## config.mk

```make
export PLATFORM = sky130hd
export DESIGN_NAME = evr_event_filter_flat
export DESIGN_NICKNAME = d
export VERILOG_FILES = /design/src/rtl/evr_event_filter_pkg.sv /design/src/rtl/evr_event_filter_if.sv /design/src/rtl/evr_event_filter_seconds_decoder.sv /design/src/rtl/evr_event_filter.sv /design/src/flat_wrapper.sv
export SDC_FILE = /design/constraint.sdc
export NUM_CORES = 1
export LEC_CHECK = 0
export ABC_AREA = 1
export CAP_MARGIN = 20
export CORE_MARGIN = 2
export CORE_UTILIZATION = 48
export CTS_BUF_LIST = sky130_fd_sc_hd__clkbuf_16
export DETAILED_ROUTE_END_ITERATION = 16
export DONT_BUFFER_PORTS = 1
export HOLD_SLACK_MARGIN = 0.03
export PLACE_DENSITY = 0.67
export SYNTH_ARGS = -nofsm -noshare
export SYNTH_HDL_FRONTEND = slang
export SYNTH_SLANG_ARGS = --single-unit
```

## constraint.sdc

```tcl
create_clock -name evrClk -period 12.15 [get_ports evrClk]
set_input_delay 0.6075 -clock evrClk [delete_from_list [all_inputs] [get_ports evrClk]]
set_output_delay 0.6075 -clock evrClk [all_outputs]
set_load 0.1 [all_outputs]
```

## src/rtl/evr_event_filter_pkg.sv

```systemverilog
// evr_event_filter_pkg: event codes shared by the filter, the logger and the
// timestamp blocks, plus the "is this character an event" qualifier.
package evr_event_filter_pkg;

  // Null event: never forwarded.
  localparam logic [7:0] EVR_CODE_NULL   = 8'h00;
  // Seconds shift protocol.
  localparam logic [7:0] EVR_CODE_SHIFT0 = 8'h70;
  localparam logic [7:0] EVR_CODE_SHIFT1 = 8'h71;
  localparam logic [7:0] EVR_CODE_LATCH  = 8'h7D;

  // A complete seconds word is exactly this many shifts.
  localparam logic [5:0] SEC_SHIFT_FULL  = 6'd32;
  // The shift counter parks here, so any overrun is still seen at latch time.
  localparam logic [5:0] SEC_SHIFT_SAT   = 6'd33;

  // Data characters other than the null code are events; K characters never are.
  function automatic logic isEvent(input logic [7:0] ch, input logic isK);
    return !isK && (ch != EVR_CODE_NULL);
  endfunction

endpackage

```

## src/rtl/evr_event_filter_if.sv

```systemverilog
// evr_event_filter_if: character input, mask write port and filtered event /
// seconds outputs of the event filter. slave = filter side, master = driver.
// Optional statistics ports exist only when EVR_FILTER_STATS_EN is defined.
interface evr_event_filter_if;

  logic [7:0]  evChar;
  logic        evCharIsK;
  logic        maskWrEnable;
  logic [7:0]  maskWrAddr;
  logic        maskWrData;
  logic [7:0]  evrCode;
  logic        evrCodeValid;
  logic [31:0] evrSeconds;
  logic        evrSecondsValid;
  logic        evrSecondsError;
  logic        evrSecondsGood;
`ifdef EVR_FILTER_STATS_EN
  logic        statsClear;
  logic [31:0] evrPassCount;
  logic [31:0] evrDropCount;

  modport slave (
    input  evChar, evCharIsK, maskWrEnable, maskWrAddr, maskWrData, statsClear,
    output evrCode, evrCodeValid, evrSeconds, evrSecondsValid, evrSecondsError,
           evrSecondsGood, evrPassCount, evrDropCount
  );
  modport master (
    output evChar, evCharIsK, maskWrEnable, maskWrAddr, maskWrData, statsClear,
    input  evrCode, evrCodeValid, evrSeconds, evrSecondsValid, evrSecondsError,
           evrSecondsGood, evrPassCount, evrDropCount
  );
`else
  modport slave (
    input  evChar, evCharIsK, maskWrEnable, maskWrAddr, maskWrData,
    output evrCode, evrCodeValid, evrSeconds, evrSecondsValid, evrSecondsError,
           evrSecondsGood
  );
  modport master (
    output evChar, evCharIsK, maskWrEnable, maskWrAddr, maskWrData,
    input  evrCode, evrCodeValid, evrSeconds, evrSecondsValid, evrSecondsError,
           evrSecondsGood
  );
`endif

endinterface

```

## src/rtl/evr_event_filter_seconds_decoder.sv

```systemverilog
// evr_seconds_decoder: shift/latch protocol for the 32-bit seconds value.
// Fed from the registered input stage; outputs are registered so the strobes
// line up with the latch event's own evrCodeValid cycle.
module evr_seconds_decoder
  import evr_event_filter_pkg::*;
#(
  parameter logic [7:0] CODE_SHIFT0 = EVR_CODE_SHIFT0,
  parameter logic [7:0] CODE_SHIFT1 = EVR_CODE_SHIFT1,
  parameter logic [7:0] CODE_LATCH  = EVR_CODE_LATCH
) (
  input  logic        evrClk,
  input  logic        evrReset,
  input  logic        eventValid,
  input  logic [7:0]  eventCode,
  output logic [31:0] seconds,
  output logic        secondsValid,
  output logic        secondsError,
  output logic        secondsGood
);

  logic [31:0] shiftReg;
  logic [5:0]  shiftCount;

  // Shift in protocol bits, then latch or reject on the latch code.
  always_ff @(posedge evrClk or posedge evrReset) begin
    if (evrReset) begin
      shiftReg     <= '0;
      shiftCount   <= '0;
      seconds      <= '0;
      secondsValid <= 1'b0;
      secondsError <= 1'b0;
      secondsGood  <= 1'b0;
    end else begin
      secondsValid <= 1'b0;
      secondsError <= 1'b0;
      if (eventValid) begin
        if (eventCode == CODE_SHIFT0 || eventCode == CODE_SHIFT1) begin
          shiftReg <= {shiftReg[30:0], (eventCode == CODE_SHIFT1)};
          if (shiftCount != SEC_SHIFT_SAT) begin
            shiftCount <= shiftCount + 6'd1;
          end
        end else if (eventCode == CODE_LATCH) begin
          // shiftReg is kept; only the count restarts for the next word.
          shiftCount <= '0;
          if (shiftCount == SEC_SHIFT_FULL) begin
            seconds      <= shiftReg;
            secondsValid <= 1'b1;
            secondsGood  <= 1'b1;
          end else begin
            secondsError <= 1'b1;
            secondsGood  <= 1'b0;
          end
        end
      end
    end
  end

endmodule

```

## src/rtl/evr_event_filter.sv

```systemverilog
// evr_event_filter: raw character stream -> masked event strobes (latency 2),
// plus the seconds decoder. Define EVR_FILTER_STATS_EN to add pass/drop
// counters and the statsClear input.
module evr_event_filter
  import evr_event_filter_pkg::*;
#(
  parameter logic       MASK_RESET  = 1'b1,
  parameter logic [7:0] CODE_SHIFT0 = EVR_CODE_SHIFT0,
  parameter logic [7:0] CODE_SHIFT1 = EVR_CODE_SHIFT1,
  parameter logic [7:0] CODE_LATCH  = EVR_CODE_LATCH
) (
  input  logic              evrClk,
  input  logic              evrReset,
  evr_event_filter_if.slave evrBus
);

  logic [255:0] maskReg;
  logic [7:0]   s0Code;
  logic         s0Event;
  logic [7:0]   s1Code;
  logic         s1Event;
  logic         s1Pass;

  // One flop per event code; a lookup in the write cycle sees the old bit.
  for (genvar gi = 0; gi < 256; gi++) begin : gMask
    // Mask bit gi: load on a write addressed to code gi.
    always_ff @(posedge evrClk or posedge evrReset) begin
      if (evrReset) begin
        maskReg[gi] <= MASK_RESET;
      end else if (evrBus.maskWrEnable && (evrBus.maskWrAddr == 8'(gi))) begin
        maskReg[gi] <= evrBus.maskWrData;
      end
    end
  end

  // Two-stage filter pipeline: register input, then register its mask bit.
  always_ff @(posedge evrClk or posedge evrReset) begin
    if (evrReset) begin
      s0Code  <= '0;
      s0Event <= 1'b0;
      s1Code  <= '0;
      s1Event <= 1'b0;
      s1Pass  <= 1'b0;
    end else begin
      s0Code  <= evrBus.evChar;
      s0Event <= isEvent(evrBus.evChar, evrBus.evCharIsK);
      s1Code  <= s0Code;
      s1Event <= s0Event;
      s1Pass  <= maskReg[s0Code];
    end
  end

  assign evrBus.evrCode      = s1Code;
  assign evrBus.evrCodeValid = s1Event & s1Pass;

  // The seconds protocol ignores the mask: it sees every qualified event.
  evr_seconds_decoder #(
    .CODE_SHIFT0 (CODE_SHIFT0),
    .CODE_SHIFT1 (CODE_SHIFT1),
    .CODE_LATCH  (CODE_LATCH)
  ) secondsDecoder (
    .evrClk       (evrClk),
    .evrReset     (evrReset),
    .eventValid   (s0Event),
    .eventCode    (s0Code),
    .seconds      (evrBus.evrSeconds),
    .secondsValid (evrBus.evrSecondsValid),
    .secondsError (evrBus.evrSecondsError),
    .secondsGood  (evrBus.evrSecondsGood)
  );

`ifdef EVR_FILTER_STATS_EN
  logic [31:0] passCount;
  logic [31:0] dropCount;

  // Free-running pass/drop counters; clear wins over a same-cycle increment.
  always_ff @(posedge evrClk or posedge evrReset) begin
    if (evrReset) begin
      passCount <= '0;
      dropCount <= '0;
    end else if (evrBus.statsClear) begin
      passCount <= '0;
      dropCount <= '0;
    end else begin
      if (s1Event && s1Pass) begin
        passCount <= passCount + 32'd1;
      end
      if (s1Event && !s1Pass) begin
        dropCount <= dropCount + 32'd1;
      end
    end
  end

  assign evrBus.evrPassCount = passCount;
  assign evrBus.evrDropCount = dropCount;
`endif

endmodule
```

## src/flat_wrapper.sv

```systemverilog
// flat-port wrapper written by rule: the top's interface ports become plain ports
module evr_event_filter_flat import evr_event_filter_pkg::*;
#(
  parameter logic       MASK_RESET  = 1'b1,
  parameter logic [7:0] CODE_SHIFT0 = EVR_CODE_SHIFT0,
  parameter logic [7:0] CODE_SHIFT1 = EVR_CODE_SHIFT1,
  parameter logic [7:0] CODE_LATCH  = EVR_CODE_LATCH
)
  (evrClk, evrReset, evrBus_evChar, evrBus_evCharIsK, evrBus_maskWrEnable, evrBus_maskWrAddr, evrBus_maskWrData, evrBus_evrCode, evrBus_evrCodeValid, evrBus_evrSeconds, evrBus_evrSecondsValid, evrBus_evrSecondsError, evrBus_evrSecondsGood);
  evr_event_filter_if evrBus_i ();
  input  logic evrClk;
  input  logic evrReset;
  input wire logic [$bits(evrBus_i.evChar)-1:0] evrBus_evChar;
  input wire logic [$bits(evrBus_i.evCharIsK)-1:0] evrBus_evCharIsK;
  input wire logic [$bits(evrBus_i.maskWrEnable)-1:0] evrBus_maskWrEnable;
  input wire logic [$bits(evrBus_i.maskWrAddr)-1:0] evrBus_maskWrAddr;
  input wire logic [$bits(evrBus_i.maskWrData)-1:0] evrBus_maskWrData;
  output wire logic [$bits(evrBus_i.evrCode)-1:0] evrBus_evrCode;
  output wire logic [$bits(evrBus_i.evrCodeValid)-1:0] evrBus_evrCodeValid;
  output wire logic [$bits(evrBus_i.evrSeconds)-1:0] evrBus_evrSeconds;
  output wire logic [$bits(evrBus_i.evrSecondsValid)-1:0] evrBus_evrSecondsValid;
  output wire logic [$bits(evrBus_i.evrSecondsError)-1:0] evrBus_evrSecondsError;
  output wire logic [$bits(evrBus_i.evrSecondsGood)-1:0] evrBus_evrSecondsGood;
  assign evrBus_i.evChar = evrBus_evChar;
  assign evrBus_i.evCharIsK = evrBus_evCharIsK;
  assign evrBus_i.maskWrEnable = evrBus_maskWrEnable;
  assign evrBus_i.maskWrAddr = evrBus_maskWrAddr;
  assign evrBus_i.maskWrData = evrBus_maskWrData;
  assign evrBus_evrCode = evrBus_i.evrCode;
  assign evrBus_evrCodeValid = evrBus_i.evrCodeValid;
  assign evrBus_evrSeconds = evrBus_i.evrSeconds;
  assign evrBus_evrSecondsValid = evrBus_i.evrSecondsValid;
  assign evrBus_evrSecondsError = evrBus_i.evrSecondsError;
  assign evrBus_evrSecondsGood = evrBus_i.evrSecondsGood;
  evr_event_filter #(.MASK_RESET(MASK_RESET), .CODE_SHIFT0(CODE_SHIFT0), .CODE_SHIFT1(CODE_SHIFT1), .CODE_LATCH(CODE_LATCH)) u_core (.evrClk(evrClk), .evrReset(evrReset), .evrBus(evrBus_i));
endmodule
```

==> results.toml <==
[timing]
actual_slew_at_the_worst_max_slew_pin_ns = 1.16
slew-limit-headroom_pct = 22.4
grt_setup_unrepaired = "no"
skew_ns = 0.0101
final-setup-viol-count = 0
max_freq_mhz = 303
final_hold_viol_count = 0
timing.hold.ws_ns = 0.0633
timing.setup.tns_ns = 0
min_period_over_period_pct = 27.1
final_period_minus_worst_setup_slack_ns = 3.30
number_of_pins_with_negative_max_slew_slack_in_the_final_report = 0

[setup_path]
critical_path.top_delay_family = "simple AND/OR/NAND/NOR gates"
cp_most_frequent_cell = "sky130_fd_sc_hd__nand2_1"
timing.critical_path.slowest_cell_delay_ns = 0.80
cp_data_required_time_ns = 12.57
worstPathMaxFanout = 65
worstPathBufferInverterCount = 2
path_cells = "inv_4, nand2_4, nor2_4, nand2_2, nor2_4, buf_4, nand2_1, nand2_4, nand2_1, nor2_1, nand3_1, nand2_1, a21oi_1"
worst_ep_arrival_time_ns = 3.71
crit_path_top_delay_cell = "sky130_fd_sc_hd__dfrtp_1"
crit_type = "flop to flop"
critical_path.endpoint_type = "flop"
cp-start-kind = "flop"

[synthesis]
syn_inst = 2039
synth_cell_type_count = 31
postSynthAreaPerCell_um2 = 8.30
synth_fp_nets = 2063
syn-cell-area_um2 = 16900
synth-seq-cells = 348
synth.mux.area_fraction_pct = 0
yosys.area_share.xor_xnor_pct = 0
yosys.area_share.adder_pct = 0.222
synth_area_in_compound_gates_pct = 19.8
synthSimpleGateAreaFrac_pct = 18.7
yosysWarnings = 0
synth_top_family_by_area = "compound AO/OA/AOI/OAI gates"
yosysSeqAreaShare_pct = 53.4

[die]
core_region_area_um2 = 34600
initial_core_util_pct = 48.9
height_of_the_die_um = 192
design.die.area_um2 = 36800
die_w_um = 192
core.rowCount = 68
top_level_ports = 65

[cts]
cts_resized = 0
cts_buffer_depth = 3
cts_htree_levels = 2
cts.sink_count = 348
post_cts.repair.setup_buffers = 0
cts_tree = "done"
post_cts_hold_buffer_count = 0
worst_skew_pair.late_latency_ns = 0.53
cts_inserted_buffers = 39
clock_tree.root_cell = "sky130_fd_sc_hd__clkbuf_16"
clk_pin_slew_worst_paths_ns = 0.06

[power]
power.ir.vdd_worst_v = 0.000123
power_frac_clock_pct = 40.9
power.internal_mw = 2.01
switching_share_pct = 25.7
powerDensity_nw_per_um2 = 148
leakage_nw = 7.43
p_comb_share_pct = 9.4
total_switching_power_mw = 0.695
pwr-share-seq_pct = 49.6

[global_routing]
global_route.usage.total_pct = 25.0
grt_antenna_before_repair = 0
global_route.overflow_total = 0
grt_first_pass_wirelength_mm = 72.4
via_count_of_the_first_global_routing_pass = 13100
largest_net_degree_at_the_start_of_global_routing = 145

[placement]
io_buffers = 0
gp_routability_congestion = 0.862
dpl.hpwl_mm = 26.1
post-place-cells = 2371

[detailed_routing]
antenna_left = 0
wl_per_cell_um = 18.5
num_vias = 13900
route.detailed.vias_per_inst = 5.71
detail_route.first_pass.iterations = 7
drc_errors = 0
wirelength_mm = 45.2
detail_route.iter0.violations = 1236

[finish]
drive_above_1_share_pct = 20.1
n_antenna_cell = 0
nets = 1983
number_of_cells_in_the_finished_layout_apart_from_fillers = 2441
area.growth.synth_to_final_pct = 8.39
final.fill_count = 3219

[hold_path]
kind_of_path_behind_the_tightest_hold_check = "input port to async pin"

[outcome]
status = "finished, final reports clean"

[run]
maxCapViolations = 0
[Yosys cell counts]
master / count / share of area (%)
sky130_fd_sc_hd__dfrtp_1: 92 / 14
sky130_fd_sc_hd__buf_2: 63 / 1.9
sky130_fd_sc_hd__or2_2: 3 / 0.11
sky130_fd_sc_hd__buf_4: 5 / 0.22
sky130_fd_sc_hd__o21bai_1: 1 / 0.044
sky130_fd_sc_hd__dfstp_2: 256 / 40
sky130_fd_sc_hd__buf_1: 5 / 0.11
sky130_fd_sc_hd__o211ai_1: 9 / 0.40
sky130_fd_sc_hd__a31oi_1: 204 / 7.5
sky130_fd_sc_hd__nor2_1: 269 / 6.0
sky130_fd_sc_hd__nor3_1: 5 / 0.15
sky130_fd_sc_hd__and3_1: 1 / 0.037
sky130_fd_sc_hd__inv_2: 12 / 0.27
sky130_fd_sc_hd__inv_4: 3 / 0.11
sky130_fd_sc_hd__nor4_1: 2 / 0.074
sky130_fd_sc_hd__inv_1: 149 / 3.3
sky130_fd_sc_hd__nor2_2: 8 / 0.30
sky130_fd_sc_hd__buf_6: 4 / 0.27
sky130_fd_sc_hd__nor3_4: 4 / 0.38
sky130_fd_sc_hd__o21ai_1: 4 / 0.12
sky130_fd_sc_hd__o21ai_0: 128 / 3.8
sky130_fd_sc_hd__ha_1: 3 / 0.22
sky130_fd_sc_hd__nand2_2: 4 / 0.15
sky130_fd_sc_hd__nand2_1: 352 / 7.8
sky130_fd_sc_hd__o21a_1: 1 / 0.044
sky130_fd_sc_hd__nor3_2: 4 / 0.24
sky130_fd_sc_hd__a21oi_1: 267 / 7.9
sky130_fd_sc_hd__clkbuf_1: 77 / 1.7
sky130_fd_sc_hd__nand3_1: 92 / 2.7
sky130_fd_sc_hd__nor2_4: 10 / 0.67
sky130_fd_sc_hd__nand2_4: 2 / 0.13
[sequential cells by signal, summed over array words and instances (netlist names)]
register and cells:
u_core.secondsDecoder.shiftCount 6, u_core.s1Event 1, u_core.secondsDecoder.seconds 32, u_core.secondsDecoder.secondsError 1, u_core.s1Pass 1, u_core.s0Code 8, u_core.maskReg 256, u_core.secondsDecoder.secondsValid 1
u_core.secondsDecoder.shiftReg 32, u_core.secondsDecoder.secondsGood 1, u_core.evrBus.evrCode 8, u_core.s0Event 1
[logic make-up (layout without fill, tap and decap cells)]
group / after synthesis / in the layout
buffers and inverters: 318 / 265
adder cells (fa/ha/maj): 3 / 3
flip-flops: 348 / 348
AO/OA/AOI/OAI: 614 / 614
AND/OR/NAND/NOR: 756 / 756
[metal layers]
layer | track usage [%] | routed length, µm | vias up | share of wire (%)
li1 | - | - | 6677 | -
met1 | 33.6 | 19300 | 6699 | 43
met2 | 40.5 | 21400 | 467 | 47
met3 | 3.62 | 2750 | 99 | 6.1
met4 | 10.7 | 1740 | 0 | 3.8
met5 | 0 | 0 | - | 0
[power by group through the flow]
| stage | Clock [mW] | Sequential [mW] | Combinational, mW |
|---|---|---|---|
| after floorplan | 0 | 1.34 | 0.204 |
| after global placement | 0 | 1.36 | 0.246 |
| after detailed placement | 0 | 1.36 | 0.253 |
| after CTS | 1.13 | 1.34 | 0.253 |
| after global routing | 1.19 | 1.35 | 0.292 |
| final | 1.11 | 1.35 | 0.255 |
[final timing paths]
check                           cells after the start             start                             endpoint  slack (ns)
worst max-delay path                               13  u_core.s0Code[2]  u_core.secondsDecoder.shiftCount[4]        8.85
worst min-delay path                                1          evrReset   u_core.secondsDecoder.shiftReg[23]        0.06
worst max register to register                     13  u_core.s0Code[2]  u_core.secondsDecoder.shiftCount[4]        8.85
worst min register to register                      0    u_core.s0Event                       u_core.s1Event        0.38
max in group asynchronous                           4          evrReset                     u_core.s0Code[0]        9.95
min in group evrClk                                 0  evrBus_evChar[3]                     u_core.s0Code[3]        0.10
[final cells by class]
type,count,area (µm²),share of cell area (%)
repair buffers,33,315,1.72
inverters,164,636,3.47
clock buffers,41,1030,5.59
well taps,455,569,3.10
clock inverters,27,164,0.894
flip-flops and latches,348,9030,49.3
multi-input cells,1373,6600,36.0
[cell usage in the layout (no fill, tap or decap), drive strengths merged, types with 9 or more instances in the layout]
cell / Yosys / layout
nor2: 287 / 287
clkbuf: 77 / 41
a31oi: 204 / 204
clkinv: 0 / 13
dfstp: 256 / 256
nand2: 358 / 358
o211ai: 9 / 9
nand3: 92 / 92
dfrtp: 92 / 92
nor3: 13 / 13
inv: 164 / 176
a21oi: 267 / 267
o21ai: 132 / 132
buf: 77 / 33
[per-stage QoR]
| stage | util [%] | total power, mW | instance area [µm²] | worst slack [ns] |
|---|---|---|---|---|
| 6_report | 53.0 | 2.71 | 18300 | 8.85 |
| 5_1_grt | 53.0 | 2.83 | 18300 | 8.62 |
| 4_1_cts | 52.8 | 2.73 | 18300 | 8.89 |
| 3_5_place_dp | 49.4 | 1.61 | 17100 | 8.88 |
| 3_3_place_gp | 49.2 | 1.60 | 17100 | 8.90 |
| 2_1_floorplan | - | 1.54 | 16900 | 2.32 |
(Power assumes the default switching activity.)
